File: src/rtl/pie_pkg.sv
// rtl/pie_pkg.sv - shared PIE state codes and T-derived thresholds for encoder and decoder
package pie_pkg;

  // Decoder FSM state codes
  typedef logic [1:0] pie_state_t;
  localparam pie_state_t IDLE = 2'd0;
  localparam pie_state_t LOW  = 2'd1;
  localparam pie_state_t HIGH = 2'd2;

  // Shortest high pulse accepted as a symbol (T)
  function automatic int min_high(input int t);
    return t;
  endfunction

  // Split point between data-0 and data-1 highs (3T)
  function automatic int pivot_high(input int t);
    return 3 * t;
  endfunction

  // Longest legal high pulse (6T)
  function automatic int max_high(input int t);
    return 6 * t;
  endfunction

  // Low gap beyond which the frame is considered ended (2T)
  function automatic int eof_gap(input int t);
    return 2 * t;
  endfunction

  // Encoder-side symbol lengths: data-0 high 2T, data-1 high 4T, low T
  function automatic int data0_high(input int t);
    return 2 * t;
  endfunction

  function automatic int data1_high(input int t);
    return 4 * t;
  endfunction

  function automatic int sym_low(input int t);
    return t;
  endfunction

endpackage

File: src/rtl/pie_out_reg.sv
// rtl/pie_out_reg.sv - one-entry valid/ready bit register with overrun detection
module pie_out_reg (
  input  logic clk,
  input  logic rst_n,
  input  logic load_vld,
  input  logic load_bit,
  input  logic out_rdy,
  output logic out_bit,
  output logic out_vld,
  output logic overrun
);

  // A new bit is refused only when the held bit is not being taken this cycle
  assign overrun = load_vld && out_vld && !out_rdy;

  // Load a new bit, drain on handshake, otherwise hold
  always_ff @(posedge clk or negedge rst_n) begin
    if (!rst_n) begin
      out_bit <= 1'b0;
      out_vld <= 1'b0;
    end else if (load_vld && (!out_vld || out_rdy)) begin
      out_bit <= load_bit;
      out_vld <= 1'b1;
    end else if (out_vld && out_rdy) begin
      out_vld <= 1'b0;
    end
  end

endmodule

File: src/rtl/pie_decoder.sv
// rtl/pie_decoder.sv - PIE receive decoder: run-length FSM, high-pulse classifier, bit output
module pie_decoder
  import pie_pkg::*;
#(
  parameter int THIRD_TARI = 2
) (
  input  logic clk,
  input  logic rst_n,
  input  logic in_pie,
  input  logic in_vld,
  output logic out_bit,
  output logic out_vld,
  input  logic out_rdy,
  output logic out_eof,
  output logic out_err
);

  localparam int CW = $clog2(6 * THIRD_TARI + 2);
  localparam logic [CW-1:0] ONE     = CW'(1);
  localparam logic [CW-1:0] MIN_H   = CW'(min_high(THIRD_TARI));
  localparam logic [CW-1:0] PIVOT   = CW'(pivot_high(THIRD_TARI));
  localparam logic [CW-1:0] MAX_H   = CW'(max_high(THIRD_TARI));
  localparam logic [CW-1:0] EOF_GAP = CW'(eof_gap(THIRD_TARI));
  localparam logic [CW-1:0] EOF_SAT = CW'(eof_gap(THIRD_TARI) + 1);

  pie_state_t    state, state_d;
  logic [CW-1:0] cnt, cnt_d;
  logic          dec_vld, dec_bit, eof_set, fault, overrun;

  // Next-state, run counter and classification for the current strobe
  always_comb begin
    state_d = state;
    cnt_d   = cnt;
    dec_vld = 1'b0;
    dec_bit = 1'b0;
    eof_set = 1'b0;
    fault   = 1'b0;
    if (in_vld) begin
      case (state)
        IDLE: begin
          if (!in_pie) begin
            state_d = LOW;
            cnt_d   = ONE;
          end
        end
        LOW: begin
          if (in_pie) begin
            state_d = HIGH;
            cnt_d   = ONE;
          end else if (cnt < EOF_SAT) begin
            cnt_d   = cnt + ONE;
            eof_set = (cnt == EOF_GAP);
          end
        end
        HIGH: begin
          if (in_pie) begin
            if (cnt >= MAX_H) begin
              state_d = IDLE;
              cnt_d   = '0;
              fault   = 1'b1;
            end else begin
              cnt_d = cnt + ONE;
            end
          end else begin
            state_d = LOW;
            cnt_d   = ONE;
            if (cnt < MIN_H) begin
              fault = 1'b1;
            end else begin
              dec_vld = 1'b1;
              dec_bit = (cnt >= PIVOT);
            end
          end
        end
        default: begin
          state_d = IDLE;
          cnt_d   = '0;
        end
      endcase
    end
  end

  // FSM, counter and one-cycle status pulses
  always_ff @(posedge clk or negedge rst_n) begin
    if (!rst_n) begin
      state   <= IDLE;
      cnt     <= '0;
      out_eof <= 1'b0;
      out_err <= 1'b0;
    end else begin
      state   <= state_d;
      cnt     <= cnt_d;
      out_eof <= eof_set;
      out_err <= fault || overrun;
    end
  end

  pie_out_reg u_out_reg (
    .clk      (clk),
    .rst_n    (rst_n),
    .load_vld (dec_vld),
    .load_bit (dec_bit),
    .out_rdy  (out_rdy),
    .out_bit  (out_bit),
    .out_vld  (out_vld),
    .overrun  (overrun)
  );

endmodule

File: config.mk
export PLATFORM = sky130hd
export DESIGN_NAME = pie_decoder
export DESIGN_NICKNAME = d
export VERILOG_FILES = /design/src/rtl/pie_pkg.sv /design/src/rtl/pie_out_reg.sv /design/src/rtl/pie_decoder.sv
export SDC_FILE = /design/constraint.sdc
export NUM_CORES = 1
export LEC_CHECK = 0
export ABC_AREA = 1
export CORE_ASPECT_RATIO = 0.7
export CORE_UTILIZATION = 30
export DETAILED_ROUTE_END_ITERATION = 6
export SLEW_MARGIN = 20
export SYNTH_ARGS = -nofsm -noshare
export SYNTH_HDL_FRONTEND = slang
export SYNTH_SLANG_ARGS = --single-unit
File: constraint.sdc
create_clock -name clk -period 1.5 [get_ports clk]
set_clock_uncertainty 0.2 [all_clocks]
set_input_delay 0.3 -clock clk [delete_from_list [all_inputs] [get_ports clk]]
set_output_delay 0.3 -clock clk [all_outputs]
set_load 0.005 [all_outputs]
* Word level (Yosys, flattened, before mapping)
Index checks and enable logic that the tools add are counted.
** Word-level totals
- Output and inout port bits :: 4
- Register bits :: 10
- Word-level logic and storage cells :: 60
** Cells by class
- Eq/ne operators :: 7
- Reductions and logical operators :: 12
- Magnitude comparators :: 4
- Muxes and demuxes :: 30
- Add/subtract/negate cells :: 1
** Operators with widths (number)
- $mux W4 :: 5
- $mux W1 :: 19
- $pmux W4 S3 :: 1
- $mux W2 :: 4
- $ne A3 B3 Y1 const B :: 2
- $pmux W2 S3 :: 1
- $add A4 B1 Y4 const B :: 1
- $eq A4 B3 Y1 const B :: 1
- $ge A4 B3 Y1 const B :: 1
- $ge A4 B4 Y1 const B :: 1
- $logic_and A1 B1 Y1 :: 4
- $lt A4 B2 Y1 const B :: 1
- $lt A4 B3 Y1 const B :: 1
- $ne A2 B2 Y1 const B :: 2
- $reduce_and A4 Y1 :: 1
- $reduce_and A3 Y1 :: 1
- $eq A2 B1 Y1 const B :: 1
- $eq A2 B2 Y1 const B :: 1
- $logic_not A1 Y1 :: 2
- $logic_not A2 Y1 :: 1
- $logic_or A1 B1 Y1 :: 2
- $reduce_bool A2 Y1 :: 1

* Longest topological paths before layout
- Depth in word-level cells :: 8
- Mapped depth :: 8
- Mapped depth without buffers :: 8

* Modules after synthesis
A second synthesis with hierarchy kept.
** Second synthesis, totals
- Cells, all modules :: 98
- Area total of the unflattened synthesis :: 656.9 sq um
** Modules (own cells, without submodules)
- pie_decoder :: times used 1, sequential area each 200.2 sq um, cells an instance 87, area an instance 569.3 sq um
- pie_out_reg :: times used 1, sequential area each 50.0 sq um, cells an instance 11, area an instance 87.6 sq um

* Least setup slack after synthesis
No wires, ideal clock.
- Path kind :: reg2reg
- From :: reg cnt[0]
- To :: reg cnt[3]
- Path slack :: 151 ps
- Buffers on the path :: 0
- Arrival time :: 1031 ps
- Period minus slack after synthesis :: 1349 ps
- Cell stages (with the launch flop) :: 9
- Path through :: dfrtp_1 > inv_1 > ha_1 > nand2_1 > nand2_1 > nor2_2 > nor2_4 > nand3_1 > nand2_1
** Between the ends
- Longest elaborated chain between the ends :: 4
- Elaborated cells between the ends (all ways) :: 10
** RTL lines
- start: declaration :: line pie_decoder.sv:27 : logic [CW-1:0] cnt, cnt_d;
- start signal: assignment :: line pie_decoder.sv:92 : cnt <= cnt_d;
- $add A4 B1 Y4 / $ge A4 B4 Y1 (equally long branches) :: line pie_decoder.sv:51, pie_decoder.sv:62, pie_decoder.sv:57
- $mux W4 (on tied branches) :: line pie_decoder.sv:57, pie_decoder.sv:50
- $mux W4 (on tied branches) :: line pie_decoder.sv:56, pie_decoder.sv:47
- $pmux W4 S3 :: line pie_decoder.sv:39 : case (state)
Several ways; a longest one is shown, not always the timed one. The select of a mux whose other input is x is not followed.
A chain may end at the register's enable or synchronous reset.

* Worst setup path in the final report
- From :: reg u_out_reg.out_vld
- To :: out out_vld
** RTL lines
- start: declaration :: line pie_out_reg.sv:9 : output logic out_vld,
- start signal: assignment :: line pie_out_reg.sv:20 : out_vld <= 1'b0;
- start signal: assignment :: line pie_out_reg.sv:23 : out_vld <= 1'b1;
- start signal: assignment :: line pie_out_reg.sv:25 : out_vld <= 1'b0;
- end: declaration :: line pie_decoder.sv:12 : output logic out_vld,
No word-level cell between the ends.

==> impl_metrics.toml <==
[outcome]
status = "finished clean"

[finish]
utilization = 0.4615
final_cell_mix = "25 x nand2_1, 14 x nand3_1, 11 x buf_4, 10 x dfrtp_1"
n_antenna_cell = 0
final_cell_area_um2 = 878.3
drive_above_1_share = 0.3148
final_common_cell = "nand2_1"
area_growth_pct = 41.53
nets = 116
n_fill_cell = 186

[synthesis]
yosys.area_share.simple = 0.3972
netlist_instances = 85
netlist_area_um2 = 620.6
synth_nets = 92
synthDominantCellAreaShare = 0.4032
synthTopCellsByArea = "dfrtp_1 40%, nand2_1 16%, nand3_1 11%, ha_1 4.0%, inv_1 3.6%"
ys_ff_latch = 10
ys_seq_area_frac = 0.4032
synth_top_family_by_area = "simple AND/OR/NAND/NOR gates"
synth_xor_area_frac = 0.02823
ys_types = 19
synth_mux_area_frac = 0
synth_compound_area_frac = 0.06250
yosysWarnings = 0
postSynthAreaPerCell_um2 = 7.301
synth_fa_ha_area_frac = 0.04032
yosys.area.top_type = "dfrtp_1"

[global_route]
antenna_found_initial = 0
grtUsageTotal = 0.1581
grt_max_degree = 11
grt_pass1_vias = 576
grt_overflow = 0
grt_pass1_wl_um = 2559

[pwr]
power_per_cell_area_nw_per_um2 = 1468
leakage_nw = 0.4622
ir_worst_vdd_mv = 0.7519
total_power_mw = 1.289

[critical_path]
cp-end-kind = "output port"
cp_slowest_cell = "dfrtp_1"
slowest_delay_ns = 0.38
path_cells = "dlygate4sd2_1"
path_max_fanout = 2
path_buf_inv = 1
arrival_ns = 0.91
worstSetupPathType = "reg -> out"
cp_top_family = "flip-flops"
cp.required_ns = 1.00
cp-start-kind = "flip-flop"

[routing]
vias_per_cell = 4.869
drt-wirelength-per-cell_um = 11.00
drt_wl_total_um = 1430
dr.pass1.iters = 4
drcViolationCount = 0
vias = 633
drtIter0Drc = 20
ant_nets = 0

[clock_network]
cts_hold_buf = 0
cts_max_path_buffers = 2
tritoncts = "built"
cts_buffers = 3
path_clk_slew_ns = 0.07
insertion_delay_ns = 0.27
h-tree-depth = 1
cts_root_buf = "clkbuf_4"
clock-sinks = 10

[timing]
slew_headroom = 0.8106
setup_violations = 0
whs_ns = 0.1077
period_minus_slack_ns = 1.409
max_freq_mhz = 709.7
hold_viol = 0
tns_ns = 0
slew_violations = 0
fin_crit_sh = 0.9394
worst_pin_slew_ns = 0.2840

[hold_path]
holdCritPathClass = "in -> async"

[floorplanning]
core_um2 = 1903
rows = 13
die_y_um = 40.06
die_w_um = 56.36
top_level_ports = 9
die_area_um2 = 2258
start_util = 0.3261

[place]
dpl.hpwl_um = 1075
port-buffer-count = 8
placed_area_um2 = 798.3
gp_congestion = 0.8436

[flow_run]
max-cap-violations = 0
-- registers in the layout, indices dropped and copies added (netlist names) --
signal / count
cnt: 4
out_eof: 1
out_err: 1
state: 2
u_out_reg.out_bit: 1
u_out_reg.out_vld: 1
-- cell type report --
class / count / area (µm²) / share of cell area
multi-input combinational: 64 / 355.3 / 0.4046
sequential: 10 / 250.2 / 0.2849
timing repair buffer: 20 / 171.4 / 0.1952
inverter: 10 / 37.54 / 0.04274
clock buffer: 4 / 36.28 / 0.04131
tap: 22 / 27.53 / 0.03134
-- power by group --
part	internal, mW	total [mW]	switching (mW)
sequential	0.327	0.397	0.0697
clock	0.148	0.251	0.104
combinational	0.301	0.641	0.340
-- through the flow --
step / setup WS, ns / std cells
after global placement: -0.2137 / 124
after detailed placement: -0.1895 / 124
after CTS: 0.07442 / 128
final: 0.09094 / 130
after global routing: -0.008032 / 130
after floorplan: 0.1512 / 85
-- final timing paths --
check | depth (start not counted) | slack [ns] | from | endpoint
setup / recovery | 1 | 0.09 | u_out_reg.out_vld | out_vld
hold / removal | 2 | 0.11 | rst_n | cnt[2]
setup reg to reg | 6 | 0.09 | cnt[0] | cnt[2]
hold reg to reg | 2 | 0.28 | u_out_reg.out_bit | u_out_reg.out_bit
max in group asynchronous | 2 | 0.85 | rst_n | u_out_reg.out_bit
min in group clk | 2 | 0.28 | u_out_reg.out_bit | u_out_reg.out_bit
-- routing by layer --
metal  up-vias  GRT usage  share of wire
li1        323          -              -
met1       286     0.2082           0.49
met2        19     0.2411           0.43
met3         5    0.05161          0.065
met4         0    0.07317          0.017
met5         -          0              0
-- Yosys cell counts --
library cell  instances
a21oi_1               2
clkbuf_2              1
dfrtp_1              10
ha_1                  2
inv_1                 6
inv_2                 4
nand2_1              27
nand2_2               2
nand3_1              14
nand3_2               1
nand4_1               1
nor2_1                3
nor2_2                3
nor2_4                1
nor3_1                1
o21ai_0               1
o21ai_1               3
o21ai_2               1
xor2_1                2
-- kinds of logic (layout without fill, tap and decap cells) --
logic type / Yosys count / after routing
adders and majority gates: 2 / 2
buffers and inverters: 11 / 34
xor gates and xnor gates: 2 / 2
and+or+nand+nor: 53 / 53
AOI/OAI and AO/OA: 7 / 7
DFF: 10 / 10
-- timing repair --
action | 4_1_cts | 5_1_grt
setup endpoints to repair | 4 | 6
resized for setup | 4 | 10
pin swaps | 0 | 2
setup buffers | 0 | 2
Power figures use the tool's default switching activity.
==> variant: new RTL, same flow settings <==
Set the parameter `THIRD_TARI` to 1 (it was 2).
--- a/src/rtl/pie_decoder.sv
+++ b/src/rtl/pie_decoder.sv
@@ -3,5 +3,5 @@
   import pie_pkg::*;
 #(
-  parameter int THIRD_TARI = 2
+  parameter int THIRD_TARI = 1
 ) (
   input  logic clk,
Behaviour: not the same (a bounded check fails within 4 cycles, from zero or initial values and one cycle with rst_n low).
==> variant against the unedited design <==
Routed wire length down 9.6%. Area after synthesis down 7.5%. Setup slack worse by 0.046 ns. Design area down 6.6%. Sequential cell count down 1. First-iteration DRC count up 70%. Critical path depth up 6. Critical path type is now reg -> reg. Largest power group unchanged. Die area down 7.2%. Total power up 2.4%. Utilization up 2.7 points. Highest routed layer is now met3.
==> variant: results <==
metrics = {
    "run_status": {
        "outcome": "completed",
    },
    "final_layout": {
        "nNonClkInverters": 14,
        "layout-drive-gt1-share": 0.298,
        "seq_area_um2": 225,
        "stdcell_count": 125,
        "clkCellAreaFrac": 0.0320,
        "multi_input_gates": 61,
        "seq_share": 0.274,
        "fillCellCount": 165,
    },
    "logic_synthesis": {
        "synth_xor_area_frac": 0,
        "synth_fa_ha_area_frac": 0.0654,
        "synth_commonest_cells": "nand2_1, dfrtp_1, inv_1, nand3_1, nor2_1",
        "ys_types": 17,
        "synth-compound-area-share": 0.0763,
    },
    "power": {
        "swShare": 0.433,
        "p_seq_frac": 0.291,
        "combPwrFrac": 0.568,
        "p_leak_nw": 0.440,
    },
    "global_routing": {
        "use_met1": 0.200,
        "gr-usage-met2": 0.201,
        "grt_use_total": 0.145,
        "grt_pass1_wl_um": 2040,
    },
    "setup_path": {
        "reg2regPathDepth": 7,
        "r2r_start": "cnt[1]$_DFFE_PN0P_",
    },
    "placement": {
        "place.gp.congestion": 0.793,
        "hpwlAfterDp_um": 956,
        "placed_area_um2": 741,
    },
    "detailed_routing": {
        "dr.first_iter.drc_count": 34,
        "viasPerCell": 4.67,
    },
    "clock_tree": {
        "clock_sinks": 9,
    },
}
## variant: worst max-delay path, delay by kind of cell, from the launching register on
family	cells	cell delay [ns]
AOI/OAI and AO/OA	1	0.06
adders and majority gates	2	0.46
DFF	1	0.39
and+or+nand+nor	3	0.19
buffers and inverters	1	0.04
## variant: worst max-delay path by stage
| stage | start | endpoint | depth (start not counted) |
|---|---|---|---|
| final | cnt[1]$_DFFE_PN0P_ | cnt[2]$_DFFE_PN0P_ | 7 |
| after global placement | in_pie | state[1]$_DFFE_PN0P_ | 8 |
| after CTS | cnt[0]$_DFFE_PN0P_ | cnt[2]$_DFFE_PN0P_ | 7 |
| after floorplan | cnt[1]$_DFFE_PN0P_ | cnt[2]$_DFFE_PN0P_ | 7 |
| after global routing | cnt[1]$_DFFE_PN0P_ | cnt[2]$_DFFE_PN0P_ | 7 |
| after detailed placement | in_pie | state[1]$_DFFE_PN0P_ | 8 |
